<file path="src/rtl/rv_sys_mon.sv">
`default_nettype none
// ============================================================================
// Module   : rv_sys_mon
// Brief    : Local-bus system monitor. Captures on-die ADC slots into readable
//            registers and drives a software-controlled PWM fan output.
// Revision : 1.0 - initial release
// ============================================================================

// Idle model of the vendor system-monitor primitive; it holds its outputs
// at their reset values so the wrapper elaborates without the vendor library.
module rv_sys_mon_adc (
  input  logic        cclk,
  input  logic        reset_in,
  output logic [5:0]  channel_out,
  output logic        eoc_out,
  output logic [15:0] adc_data_master
);

  always_ff @(posedge cclk) begin
    if (reset_in) begin
      channel_out     <= '0;
      eoc_out         <= 1'b0;
      adc_data_master <= '0;
    end
  end

endmodule

module rv_sys_mon #(
  parameter int         PWM_DIV  = 16,
  parameter logic [7:0] DUTY_RST = 8'hFF
) (
  input  logic        cclk,
  input  logic        xreset,
  input  logic [4:0]  adr,
  input  logic        cs,
  input  logic        rdy,
  input  logic [3:0]  we,
  input  logic        re,
  input  logic [31:0] dw,
  output logic [31:0] dr,
  output logic        fan_out
);

  localparam int                 c_PRE_W   = (PWM_DIV > 1) ? $clog2(PWM_DIV) : 1;
  localparam logic [c_PRE_W-1:0] c_PRE_MAX = c_PRE_W'(PWM_DIV - 1);

  logic [5:0]         w_adc_ch;
  logic               w_adc_eoc;
  logic [15:0]        w_adc_data;
  logic               w_adc_reset;
  logic [2:0]         w_word;
  logic               w_rd_en;
  logic               w_wr_en;
  logic [31:0]        w_rd_data;
  logic               w_unused;

  logic [7:0]         r_duty;
  logic [c_PRE_W-1:0] r_pre;
  logic [7:0]         r_cnt;
  logic [15:0]        r_temp;
  logic [15:0]        r_vint;
  logic [15:0]        r_vaux;
  logic [15:0]        r_vbram;

  assign w_adc_reset = !xreset;
  assign w_word      = adr[4:2];
  assign w_rd_en     = cs & re & rdy;
  assign w_wr_en     = cs & we[0] & rdy & (w_word == 3'd0);
  assign w_unused    = ^{adr[1:0], we[3:1], dw[31:8]};

  rv_sys_mon_adc u_adc (
    .cclk            (cclk),
    .reset_in        (w_adc_reset),
    .channel_out     (w_adc_ch),
    .eoc_out         (w_adc_eoc),
    .adc_data_master (w_adc_data)
  );

  always_comb begin
    w_rd_data = '0;
    case (w_word)
      3'd0:    w_rd_data = {16'h0, r_temp};
      3'd1:    w_rd_data = {16'h0, r_vint};
      3'd2:    w_rd_data = {16'h0, r_vaux};
      3'd6:    w_rd_data = {16'h0, r_vbram};
      3'd7:    w_rd_data = {24'h0, r_duty};
      default: w_rd_data = '0;
    endcase
  end

  // Bus side: reads sample the pre-edge register values, so a same-cycle
  // slot capture or duty write is only visible on the following read.
  always_ff @(posedge cclk or negedge xreset) begin
    if (!xreset) begin
      r_duty <= DUTY_RST;
      dr     <= '0;
    end else begin
      if (w_wr_en) r_duty <= dw[7:0];
      if (w_rd_en) dr     <= w_rd_data;
    end
  end

  always_ff @(posedge cclk or negedge xreset) begin
    if (!xreset) begin
      r_temp  <= '0;
      r_vint  <= '0;
      r_vaux  <= '0;
      r_vbram <= '0;
    end else if (w_adc_eoc) begin
      case (w_adc_ch)
        6'd0:    r_temp  <= w_adc_data;
        6'd1:    r_vint  <= w_adc_data;
        6'd2:    r_vaux  <= w_adc_data;
        6'd6:    r_vbram <= w_adc_data;
        default: ;
      endcase
    end
  end

  // Free-running PWM; duty changes never restart the period.
  always_ff @(posedge cclk or negedge xreset) begin
    if (!xreset) begin
      r_pre   <= '0;
      r_cnt   <= '0;
      fan_out <= 1'b1;
    end else begin
      if (r_pre == c_PRE_MAX) begin
        r_pre <= '0;
        r_cnt <= r_cnt + 8'd1;
      end else begin
        r_pre <= r_pre + 1'b1;
      end
      fan_out <= (r_cnt < r_duty);
    end
  end

endmodule
`default_nettype wire

</file>
<file path="config.mk">
export PLATFORM = sky130hd
export DESIGN_NAME = rv_sys_mon
export DESIGN_NICKNAME = d
export VERILOG_FILES = /design/src/rtl/rv_sys_mon.sv
export SDC_FILE = /design/constraint.sdc
export NUM_CORES = 1
export LEC_CHECK = 0
export ABC_AREA = 1
export BUFFER_PORTS_ARGS = -buffer_cell sky130_fd_sc_hd__buf_4
export CORE_AREA = 2 2 77 79
export CTS_CLUSTER_DIAMETER = 80
export CTS_CLUSTER_SIZE = 10
export DETAILED_ROUTE_END_ITERATION = 8
export DIE_AREA = 0 0 79 81
export PLACE_DENSITY = 0.65
export SLEW_MARGIN = 20
export SYNTH_ARGS = -nofsm -noshare
export SYNTH_HDL_FRONTEND = slang
export SYNTH_SLANG_ARGS = --single-unit
</file>
<file path="constraint.sdc">
create_clock -name cclk -period 2.6 [get_ports cclk]
set_clock_uncertainty 0.2 [all_clocks]
set_input_delay 0.39 -clock cclk [delete_from_list [all_inputs] [get_ports cclk]]
set_output_delay 0.39 -clock cclk [all_outputs]
set_load 0.02 [all_outputs]
</file>
=== Word-level counts from Yosys, hierarchy flattened ===
Cells that the tools add are included.

* Register bits after elaboration: 53
* Bits in latches: 0
* RAM bits: 0
* Memory bits (read-only): 0
* Output and inout port bits: 33
* Memories: 0

* $add $sub $neg: 2
* $mul: 0
* Div/mod/pow operators: 0
* Magnitude comparators: 1
* Equality and inequality tests: 2
* Shifts and indexed selects: 0
* Multiplexer cells: 2
* Bitwise operators: 5
* Reduce and logical (&&, ||, !) cells: 1

{| class="wikitable"
|+ Operators by type and width
! operator !! number
|-
| 8-bit by 1-bit adder with 8-bit output, second input constant || 1
|-
| 8-bit less-than comparator || 1
|-
| 8-bit 2-to-1 mux || 1
|-
| 1-bit AND || 5
|-
| 4-bit by 1-bit adder with 4-bit output, second input constant || 1
|-
| 4-bit equality test, second input constant || 1
|-
| 4-bit 2-to-1 mux || 1
|-
| 3-bit equality test, second input constant || 1
|-
| 3-bit logical NOT || 1
|}

=== Longest topological paths before layout ===
Gate-level depths: netlist of run 1.

* Word-level depth: 3
* Gate-level depth with buffers: 7
* Mapped depth without buffers: 7

=== Hierarchy ===
From an unflattened synthesis of run 1, not the netlist that was laid out.

* Cells, all modules: 578
* Area, all modules: 4954.8 µm²

{| class="wikitable"
|+ Modules (own cells, without submodules)
! module !! times used !! cells each !! area an instance (µm²) !! sequential area each (µm²)
|-
| rv_sys_mon || 1 || 554 || 4778.3 || 2538.7
|-
| rv_sys_mon_adc || 1 || 24 || 176.4 || 0.0
|}

=== Worst setup path before layout of run 1 ===
No wires, ideal clock.

* Path type: flip-flop to flip-flop
* From: reg r_duty[5]
* To: reg fan_out
* Arrival: 1.148 ns
* Required time: 2.327 ns
* Path slack: 1.179 ns
* Cell stages (with the launch flop): 6
* Buffers on the path: 0
* Clock period less this slack: 1.421 ns
* Path through: dfstp_2 inv_1 ha_1 a21oi_1 o21ai_0 a21oi_1

* Cells in the longest elaborated chain, start to end: 1

{| class="wikitable"
|+ Ends and longest elaborated chain
! element !! line !! source
|-
| start: declaration || 58 || <nowiki>logic [7:0] r_duty;</nowiki>
|-
| start signal: assignment || 99 || <nowiki>if (w_wr_en) r_duty <= dw[7:0];</nowiki>
|-
| 8-bit less-than comparator || 134 || <nowiki>fan_out <= (r_cnt < r_duty);</nowiki>
|-
| end signal: assignment || 134 ||
|-
| end: declaration || 42 || <nowiki>output logic fan_out</nowiki>
|}

No other way between the ends.
A chain may end at the register's enable or synchronous reset.

=== Worst setup path in the final report of run 1 ===
Same ends and word-level chain as after synthesis.

==> out/qor.yml, run 1 <==
synth:
  ys_ff_latch: 29
  synth_xor_area_frac: 0.0437
  ys_seq_area_frac: 0.459
  synth_cell_types: 24
  yosys.area_share.adder: 0.0702
  yosys.area_share.simple: 0.153
  netlist_instances: 160
  synth_mux_area_frac: 0
  synth_top_family_by_area: "buffers and inverters"
  syn_area_mm2: 0.00160
  syn_avg_cell_area_um2: 10.0
  synth_compound_area_frac: 0.112
  ys_warn_count: 0
cts:
  cts.sinks: 29
  htree_num_levels: 2
  clk_latency_ps: 280
  post_cts_resize_count: 0
  cts_root_buffer: "clkbuf_8"
  cts_buffer_depth: 2
  cts_tree: "yes"
  cts_buffers: 5
  clkTransAtPathRegs_ps: 60
critical_path:
  crit_top_cell: "a21oi_1"
  crit_required_ps: 2610
  worstSetupStartpointType: "flip-flop"
  crit_buf_inv: 1
  cp_slowest_cell: "dfstp_2"
  crit_fanout: 3
  cp.arrival_ps: 1540
  rrSetupSlack_ps: 1070
  end_kind: "flip-flop"
  crit_path_cell_trace: "inv_1 -> ha_1 -> a21oi_1 -> o21ai_0 -> a21oi_1"
  slowest_delay_ps: 510
  path_class: "flip-flop to flip-flop"
  crit_family: "flip-flops"
power_and_ir_drop:
  powerDensity_mw_per_mm2: 559
  ir_drop_v: 0.000151
  p_leak_nw: 0.965
routing:
  vias_per_cell: 3.98
  drtAntennaViolNets: 0
  drtIter0Drc: 47
  drcViolationCount: 0
  drt_first_pass_iters: 4
  num_vias: 1062
  wirelength_um: 2700
  drt-wirelength-per-cell_um: 10.1
grt:
  grt_pass1_vias: 1057
  grt_overflow: 0
  grtUsageTotal: 0.0956
  antenna_found_initial: 0
  grt_pass1_wl_um: 4610
  grt_max_degree: 30
final_layout:
  nets: 246
  antenna_cells: 0
  layout-drive-gt1-share: 0.323
  finish.utilization: 0.330
  fillers: 598
  area_delta_synth_final_pct: 16.8
place:
  dpl.hpwl_um: 2030
  place_congestion: 0.682
  port_buffers: 25
timing:
  finalHoldViolations: 0
  rsz0062_at_grt: "no"
  fin_crit_ps: 1530
  drv_slew: 0
  fin_tns_setup_ps: 0
  setup_viol: 0
  clock.fmax_ghz: 0.654
  finalCritPeriodShare: 0.589
die:
  chipHeight_um: 81
  die_x_um: 79
  core-area_mm2: 0.00568
  rows: 28
  die-area_mm2: 0.00640
  ioPinCount: 79
  start_util: 0.283
flow_run:
  cap_violations: 0
outcome:
  run_status: "finished clean"
hold_path:
  hold_path.class: "primary input to flip-flop"
## final timing paths
kind / endpoint / startpoint / depth (start not counted)
worst max-delay path: fan_out$_DFF_PN1_ / r_duty[5]$_DFFE_PN1P_ / 5
worst min-delay path: r_duty[6]$_DFFE_PN1P_ / dw[6] / 3
worst max register to register: fan_out$_DFF_PN1_ / r_duty[5]$_DFFE_PN1P_ / 5
worst min register to register: r_cnt[7]$_DFFE_PN0N_ / r_cnt[7]$_DFFE_PN0N_ / 1
max in group asynchronous: r_duty[2]$_DFFE_PN1P_ / xreset / 2
min in group asynchronous: r_pre[3]$_DFF_PN0_ / xreset / 2
## area by class of cell
type,count,area [um2],area share
well taps,75,93.8,0.0501
flip-flops and latches,29,737,0.393
clock buffers,6,72.6,0.0387
multi-input cells,112,698,0.373
inverters,17,63.8,0.0341
clock inverters,2,10.0,0.00534
repair buffers,26,198,0.106
## metrics by stage
step | hold slack (ps) | power (mW) | setup WS, ps | instances | area, um2
2_1_floorplan | -106 | 0.663 | 1180 | 183 | 1690
3_3_place_gp | 141 | 0.702 | 1040 | 258 | 1780
3_5_place_dp | 141 | 0.706 | 1050 | 258 | 1780
4_1_cts | 141 | 1.07 | 1070 | 267 | 1870
5_1_grt | 141 | 1.11 | 1010 | 267 | 1870
6_report | 148 | 1.05 | 1070 | 267 | 1870
## logic make-up (layout without fill, tap and decap cells)
| group | count (synthesis) | in the layout |
|---|---|---|
| other cells | 1 | 24 |
| simple gates | 41 | 41 |
| compound gates | 30 | 30 |
| flops | 29 | 29 |
| buf+inv | 42 | 51 |
| xor+xnor | 8 | 8 |
| fa+ha+maj | 9 | 9 |
## flip-flops by register name (all words and copies together), names as in the netlist
| name | count |
|---|---|
| dr | 8 |
| fan_out | 1 |
| r_cnt | 8 |
| r_duty | 8 |
| r_pre | 4 |
## worst register-to-register path: stages (launching register included)
cell     delay (ps)
dfstp_2         510
inv_1            80
ha_1            320
a21oi_1         140
o21ai_0          90
a21oi_1         120
## metal layers
metal / GRT usage / share of wire / up-vias / wire length [um]
li1: - / - / 525 / -
met1: 0.0886 / 0.40 / 495 / 1070
met2: 0.175 / 0.50 / 35 / 1340
met3: 0.0444 / 0.084 / 7 / 226
met4: 0.0517 / 0.022 / 0 / 59
met5: 0 / 0 / - / 0
## repair_timing
item	CTS	global route
buffers inserted	0	0
hold endpoints to repair	20	0
hold buffers	1	0
## cell usage in the layout (no fill, tap or decap), types with 3 or more instances in the layout
| master | netlist | routed |
|---|---|---|
| nor2_2 | 4 | 4 |
| nor2_1 | 9 | 9 |
| inv_1 | 16 | 16 |
| nand2_1 | 16 | 16 |
| xor2_1 | 6 | 6 |
| o21ai_0 | 9 | 9 |
| nor2_4 | 3 | 3 |
| o21ai_1 | 8 | 8 |
| conb_1 | 1 | 24 |
| dfstp_2 | 9 | 9 |
| nand3_1 | 3 | 3 |
| a21oi_2 | 8 | 8 |
| dfrtp_1 | 20 | 20 |
| clkbuf_8 | 0 | 5 |
| a21oi_1 | 5 | 5 |
| buf_4 | 24 | 25 |
| ha_1 | 9 | 9 |
## cells in the mapped netlist (all sizes together)
library cell | number | area (um2)
a21oi | 13 | 95.1
buf | 25 | 191
conb | 1 | 3.75
dfrtp | 20 | 500
dfstp | 9 | 236
ha | 9 | 113
inv | 17 | 63.8
nand2 | 17 | 66.3
nand3 | 4 | 32.5
nand4 | 2 | 42.5
nor2 | 16 | 92.6
nor3 | 1 | 5.00
o21ai | 17 | 85.1
or2 | 1 | 6.26
xnor2 | 2 | 17.5
xor2 | 6 | 52.6
## report_power, final
group	internal, mW	switching [mW]	total [mW]
clock	0.185	0.167	0.352
combinational	0.0628	0.121	0.184
sequential	0.501	0.0110	0.512
total	0.749	0.299	1.05
(Power assumes the default switching activity.)
==> run 2, diff against run 1 <==
--- a/config.mk
+++ b/config.mk
@@ -12,7 +12,7 @@
 export CTS_CLUSTER_SIZE = 10
 export DETAILED_ROUTE_END_ITERATION = 8
 export DIE_AREA = 0 0 79 81
-export PLACE_DENSITY = 0.65
+export PLACE_DENSITY = 0.67
 export SLEW_MARGIN = 20
 export SYNTH_ARGS = -nofsm -noshare
 export SYNTH_HDL_FRONTEND = slang
==> constraint.sdc (replaced) <==
create_clock -name cclk -period 1.3 [get_ports cclk]
set_clock_uncertainty 0.2 [all_clocks]
set_input_delay 0.195 -clock cclk [delete_from_list [all_inputs] [get_ports cclk]]
set_output_delay 0.195 -clock cclk [all_outputs]
set_load 0.02 [all_outputs]
==> out/qor.yml, run 2 (same netlist as run 1, synthesis figures left out) <==
outcome:
  run_status: "complete, but fails checks"  # was finished clean
  violations: "negative setup slack"
power_and_ir_drop:
  switching_share: 0.277  # was 0.285
  comb_power_share: 0.204  # was 0.175
  internal_power_mw: 1.69  # was 0.749 mW
  p_leak_nw: 1.11  # was 0.965 nW
  p_sw_mw: 0.649  # was 0.299 mW
  powerDensity_mw_per_mm2: 1010  # was 559 mW/mm2
  ir_drop_v: 0.000368  # was 0.000151 V
  clockPowerShare: 0.354  # was 0.336
  pwr-share-seq: 0.442  # was 0.489
routing:
  m1WireLength_um: 1180  # was 1070 um
  drcViolationCount: 0  # unchanged
  wirelength_um: 3140  # was 2700 um
  drt_first_pass_iters: 4  # unchanged
  drtIter0Drc: 21  # was 47
  wl_met2_um: 1670  # was 1340 um
  dr_wl_met3_um: 208  # was 226 um
  num_vias: 1192  # was 1062
  drtAntennaViolNets: 0  # unchanged
  drt-wirelength-per-cell_um: 10.6  # was 10.1 um
  top_layer: "met4"  # unchanged
  vias_per_cell: 4.01  # was 3.98
place:
  post-place-ws_ps: -179  # was 1050 ps
  place_congestion: 0.650  # was 0.682
  port_buffers: 25  # unchanged
  dpl.hpwl_um: 2200  # was 2030 um
cts:
  clk_latency_ps: 280  # about the same
  clkTransAtPathRegs_ps: 70  # was 60 ps
  cts_root_buffer: "clkbuf_8"  # unchanged
  cts_buffers: 5  # unchanged
  htree_num_levels: 2  # unchanged
  cts_buffer_depth: 2  # unchanged
  cts.sinks: 29  # unchanged
  cts_tree: "yes"  # unchanged
critical_path:
  setup.worst_path.start: "r_duty[1]$_DFFE_PN1P_"  # was r_duty[5]$_DFFE_PN1P_
  r2r_end: "fan_out$_DFF_PN1_"  # unchanged
  worstSetupStartpointType: "flip-flop"  # unchanged
  reg2reg_depth: 7  # was 5
  rrSetupSlack_ps: -130  # was 1070 ps
  crit_fanout: 2  # was 3
  r2r-start: "r_duty[1]$_DFFE_PN1P_"  # was r_duty[5]$_DFFE_PN1P_
  end_kind: "flip-flop"  # unchanged
  cp.arrival_ps: 1440  # was 1540 ps
  path_class: "flip-flop to flip-flop"  # unchanged
  crit_required_ps: 1310  # was 2610 ps
die:
  die_x_um: 79  # unchanged
  rows: 28  # unchanged
  core-area_mm2: 0.00568  # unchanged
  ioPinCount: 79  # unchanged
  start_util: 0.283  # unchanged
  die-area_mm2: 0.00640  # unchanged
  chipHeight_um: 81  # unchanged
final_layout:
  finish.utilization: 0.407  # was 0.330
  layout-drive-gt1-share: 0.491  # was 0.323
  layout_commonest_cell: "buf_4"  # unchanged
  fillers: 551  # was 598
  largest_registers: "dr x8, r_cnt x8, r_duty x8"  # unchanged
  antenna_cells: 0  # unchanged
  final_cell_mix: "buf_4 (39), conb_1 (24), dfrtp_1 (19), nand2_1 (13), a21oi_2 (11)"  # was buf_4 (25), conb_1 (24), dfrtp_1 (20), inv_1 (16), nand2_1 (16)
  area_delta_synth_final_pct: 43.9  # was 16.8%
  nets: 276  # was 246
timing:
  fin_crit_ps: 1430  # was 1530 ps
  fin_tns_setup_ps: -716  # was 0 ps
  finalHoldViolations: 0  # unchanged
  setup_viol: 11  # was 0
  rsz0062_at_grt: "yes"  # was no
  drv_slew: 0  # unchanged
  hold_ws_ps: 61.8  # was 148 ps
  finalCritPeriodShare: 1.10  # was 0.589
  clock.fmax_ghz: 0.697  # was 0.654 GHz
  final.setup.worst_slack_ps: -134  # was 1070 ps
hold_path:
  min_from: "adr[2]"  # was dw[6]
  whs_path_depth: 3  # unchanged
  hold_path.class: "primary input to flip-flop"  # unchanged
  hold_path_end: "dr[0]$_DFFE_PN0P_"  # was r_duty[6]$_DFFE_PN1P_
grt:
  grt_max_degree: 30  # unchanged
  grt_overflow: 0  # unchanged
  grt_pass1_wl_um: 5120  # was 4610 um
  grt_pass1_vias: 1201  # was 1057
  grtUsageTotal: 0.108  # was 0.0956
  antenna_found_initial: 0  # unchanged
flow_run:
  cap_violations: 0  # unchanged
-- run 2: cell types whose count changed in the layout (fill, tap and decap cells not counted), moves of 7 or more --
cell           delta
buf_4            +14
ha_1              -7
ha_4              +7
inv_1             -8
buf_6             +7
inv_2             +7
dlygate4sd3_1     +8
-- run 2: layer usage --
layer	GRT usage	up-vias
li1	-	587
met1	0.104	561
met2	0.198	38
met3	0.0378	6
met4	0.0621	0
met5	0	-
-- run 2: worst max-delay path by stage --
stage	end
floorplan	fan_out$_DFF_PN1_
global placement	fan_out$_DFF_PN1_
detailed placement	fan_out$_DFF_PN1_
CTS	fan_out$_DFF_PN1_
global route	fan_out$_DFF_PN1_
finish	fan_out$_DFF_PN1_
-- run 2: area by class of cell --
cell class / instances / area (um2) / area share
clock buffers: 7 / 96.3 / 0.0417
well taps: 75 / 93.8 / 0.0407
multi-input cells: 112 / 825 / 0.357
inverters: 17 / 68.8 / 0.0298
repair buffers: 56 / 482 / 0.209
flip-flops and latches: 29 / 738 / 0.320
clock inverters: 1 / 5.00 / 0.00217
-- run 2: what timing repair did --
action                     CTS  global route
gates resized for setup      6            15
hold endpoints to repair    37             0
buffers inserted             4             4
hold buffers                 9             0
pin swaps                    3             7
cloned                       0             0
setup endpoints to repair    8            13
-- run 2: power by group through the flow --
| stage | Combinational, mW | Sequential (mW) | Clock (mW) |
|---|---|---|---|
| 4_1_cts | 0.478 | 1.04 | 0.846 |
| 3_3_place_gp | 0.444 | 1.05 | 0 |
| 2_1_floorplan | 0.287 | 1.07 | 0 |
| 5_1_grt | 0.531 | 1.04 | 0.887 |
| 3_5_place_dp | 0.452 | 1.05 | 0 |
| 6_report | 0.477 | 1.03 | 0.828 |
-- run 2: worst max-delay path, cell delays in order (launching register included) --
cell and delay [ps]:
dfstp_2 530, inv_2 40, ha_4 200, nand2_1 50
nand2_1 50, nand2_1 80, nand2_2 60, a21oi_2 150
-- run 2: stage by stage --
step	power [mW]	std cells	cell area, um2
after floorplan	1.36	183	1780
after global placement	1.49	273	1990
after detailed placement	1.50	273	1990
after CTS	2.36	293	2230
after global routing	2.46	297	2310
final	2.34	297	2310
==> run 3, diff against run 2 <==
--- a/config.mk
+++ b/config.mk
@@ -7,13 +7,14 @@
 export LEC_CHECK = 0
 export ABC_AREA = 1
 export BUFFER_PORTS_ARGS = -buffer_cell sky130_fd_sc_hd__buf_4
-export CORE_AREA = 2 2 77 79
+export CORE_AREA = 2 2 132 134
 export CTS_CLUSTER_DIAMETER = 80
 export CTS_CLUSTER_SIZE = 10
 export DETAILED_ROUTE_END_ITERATION = 8
-export DIE_AREA = 0 0 79 81
-export PLACE_DENSITY = 0.67
+export DIE_AREA = 0 0 134 136
+export PLACE_DENSITY = 0.57
 export SLEW_MARGIN = 20
 export SYNTH_ARGS = -nofsm -noshare
 export SYNTH_HDL_FRONTEND = slang
+export SYNTH_HIERARCHICAL = 1
 export SYNTH_SLANG_ARGS = --single-unit
==> constraint.sdc (replaced) <==
create_clock -name cclk -period 1.7 [get_ports cclk]
set_clock_uncertainty 0.2 [all_clocks]
set_input_delay 0.255 -clock cclk [delete_from_list [all_inputs] [get_ports cclk]]
set_output_delay 0.255 -clock cclk [all_outputs]
set_load 0.02 [all_outputs]
==> out/qor.yml, run 3 <==
outcome:
  run_status: "finished clean"  # was complete, but fails checks
hold_path:
  min_from: "cs"  # was adr[2]
  hold_path.class: "primary input to flip-flop"  # unchanged
die:
  ioPinCount: 79  # unchanged
  die-area_mm2: 0.0182  # was 0.00640 mm2
  rows: 48  # was 28
  start_util: 0.293  # was 0.283
  chipHeight_um: 136  # was 81 um
  die_x_um: 134  # was 79 um
  core-area_mm2: 0.0169  # was 0.00568 mm2
timing:
  setup_viol: 0  # was 11
  fin_crit_ps: 1530  # was 1430 ps
  rsz0062_at_grt: "no"  # was yes
  clock.fmax_ghz: 0.654  # was 0.697 GHz
  final.setup.worst_slack_ps: 170  # was -134 ps
  drv_slew: 0  # unchanged
  finalHoldViolations: 0  # unchanged
  finalCritPeriodShare: 0.900  # was 1.10
  relSlewSlack: 0.586
  worstMarginPinSlew_ps: 620
  fin_tns_setup_ps: 0  # was -716 ps
critical_path:
  worstSetupStartpointType: "flip-flop"  # unchanged
  r2r-start: "r_duty[5]$_DFFE_PN1P_"  # was r_duty[1]$_DFFE_PN1P_
  setup.worst_path.start: "r_duty[5]$_DFFE_PN1P_"  # was r_duty[1]$_DFFE_PN1P_
  cp.arrival_ps: 1600  # was 1440 ps
  crit_required_ps: 1770  # was 1310 ps
  path_class: "flip-flop to flip-flop"  # unchanged
  crit_fanout: 2  # unchanged
  end_kind: "flip-flop"  # unchanged
power_and_ir_drop:
  p_leak_nw: 2.91  # was 1.11 nW
  power_mw: 5.83  # was 2.34 mW
  pwr-share-seq: 0.501  # was 0.442
  comb_power_share: 0.144  # was 0.204
  p_sw_mw: 1.52  # was 0.649 mW
  switching_share: 0.260  # was 0.277
  powerDensity_mw_per_mm2: 1010  # about the same
  ir_drop_v: 0.000488  # was 0.000368 V
  internal_power_mw: 4.31  # was 1.69 mW
  clockPowerShare: 0.355  # was 0.354
routing:
  wirelength_um: 10400  # was 3140 um
  drcViolationCount: 0  # unchanged
  drt-wirelength-per-cell_um: 12.2  # was 10.6 um
  num_vias: 3579  # was 1192
  drtIter0Drc: 204  # was 21
  drt_first_pass_iters: 5  # was 4
  drtAntennaViolNets: 0  # unchanged
  vias_per_cell: 4.21  # was 4.01
synth:
  syn_avg_cell_area_um2: 8.58  # was 10.0 um2
  ys_warn_count: 6  # was 0
  netlist_instances: 577  # was 160
  syn_area_mm2: 0.00495  # was 0.00160 mm2
grt:
  grt_pass1_wl_um: 17500  # was 5120 um
  grt_max_degree: 54  # was 30
  grtUsageTotal: 0.121  # was 0.108
  grt_overflow: 0  # unchanged
  antenna_found_initial: 0  # unchanged
  grt_pass1_vias: 3544  # was 1201
place:
  place_congestion: 0.720  # was 0.650
  port_buffers: 33  # was 25
  dpl.hpwl_um: 6850  # was 2200 um
  post-place-ws_ps: 35.0  # was -179 ps
  place_area_mm2: 0.00537  # was 0.00199 mm2
cts:
  htree_num_levels: 3  # was 2
  cts_buffer_depth: 2  # unchanged
  cts_root_buffer: "clkbuf_16"  # was clkbuf_8
  clkTransAtPathRegs_ps: 70  # about the same
  clk_latency_ps: 350  # was 280 ps
  post_cts_buffers: 0  # was 4
  cts_tree: "yes"  # unchanged
  cts.sinks: 101  # was 29
  cts_buffers: 9  # was 5
final_layout:
  fillers: 1780  # was 551
  design_area_mm2: 0.00576  # was 0.00231 mm2
  nets: 676  # was 276
  finish.utilization: 0.341  # was 0.407
  final_cell_mix: "nand2_1 (163), dfrtp_1 (92), buf_4 (47), nand3_1 (41), o21ai_0 (40)"  # was buf_4 (39), conb_1 (24), dfrtp_1 (19), nand2_1 (13), a21oi_2 (11)
  layout-drive-gt1-share: 0.144  # was 0.491
  layout_commonest_cell: "nand2_1"  # was buf_4
  antenna_cells: 0  # unchanged
  area_delta_synth_final_pct: 16.4  # was 43.9%
flow_run:
  cap_violations: 0  # unchanged
-- run 3: routing by layer --
layer | global-route usage | share of wire | up-vias
li1 | - | - | 1882
met1 | 0.161 | 0.50 | 1626
met2 | 0.198 | 0.46 | 59
met3 | 0.0119 | 0.025 | 12
met4 | 0.0567 | 0.022 | 0
met5 | 0 | 0 | -
-- run 3: path summary, 6_finish.rpt --
path / endpoint / slack (ps) / cells after the start
max: fan_out$_DFF_PN1_ / 170 / 5
min: r_duty[6]$_DFFE_PN1P_ / 220 / 6
max reg2reg: fan_out$_DFF_PN1_ / 170 / 5
min reg2reg: dr[12]$_DFFE_PN0P_ / 280 / 2
max in group asynchronous: r_duty[1]$_DFFE_PN1P_ / 750 / 3
min in group asynchronous: r_cnt[4]$_DFFE_PN0N_ / 250 / 3
-- run 3: area by class of cell --
type                    count  area, um2  share of cell area
well taps                 225        282              0.0489
repair buffers             60        523              0.0908
flip-flops and latches    101       2540               0.441
inverters                  38        150              0.0261
multi-input cells         411       1970               0.342
clock inverters             2       35.0             0.00608
clock buffers              14        264              0.0458
-- run 3: timing repair --
item	in CTS	in global routing
hold endpoints to repair	109	0
resized for setup	0	0
hold buffers	9	0
-- run 3: metrics by stage --
step / cells / hold slack (ps)
4_1_cts: 851 / 212
2_1_floorplan: 614 / -241
6_report: 851 / 215
5_1_grt: 851 / 261
3_3_place_gp: 826 / 77.2
3_5_place_dp: 826 / 74.1
-- run 3: power groups by stage --
| stage | Clock [mW] | Sequential (mW) | Combinational, mW |
|---|---|---|---|
| 3_3_place_gp | 0 | 2.96 | 0.814 |
| 5_1_grt | 2.22 | 2.97 | 0.971 |
| 2_1_floorplan | 0 | 2.99 | 0.550 |
| 3_5_place_dp | 0 | 2.96 | 0.827 |
| 4_1_cts | 2.13 | 2.92 | 0.846 |
| 6_report | 2.07 | 2.92 | 0.840 |
-- run 3: critical path: stages (launching register included) --
cell	delay, ps
dfstp_2	530
inv_1	60
ha_1	300
a21oi_1	140
o21ai_0	90
a21oi_1	140
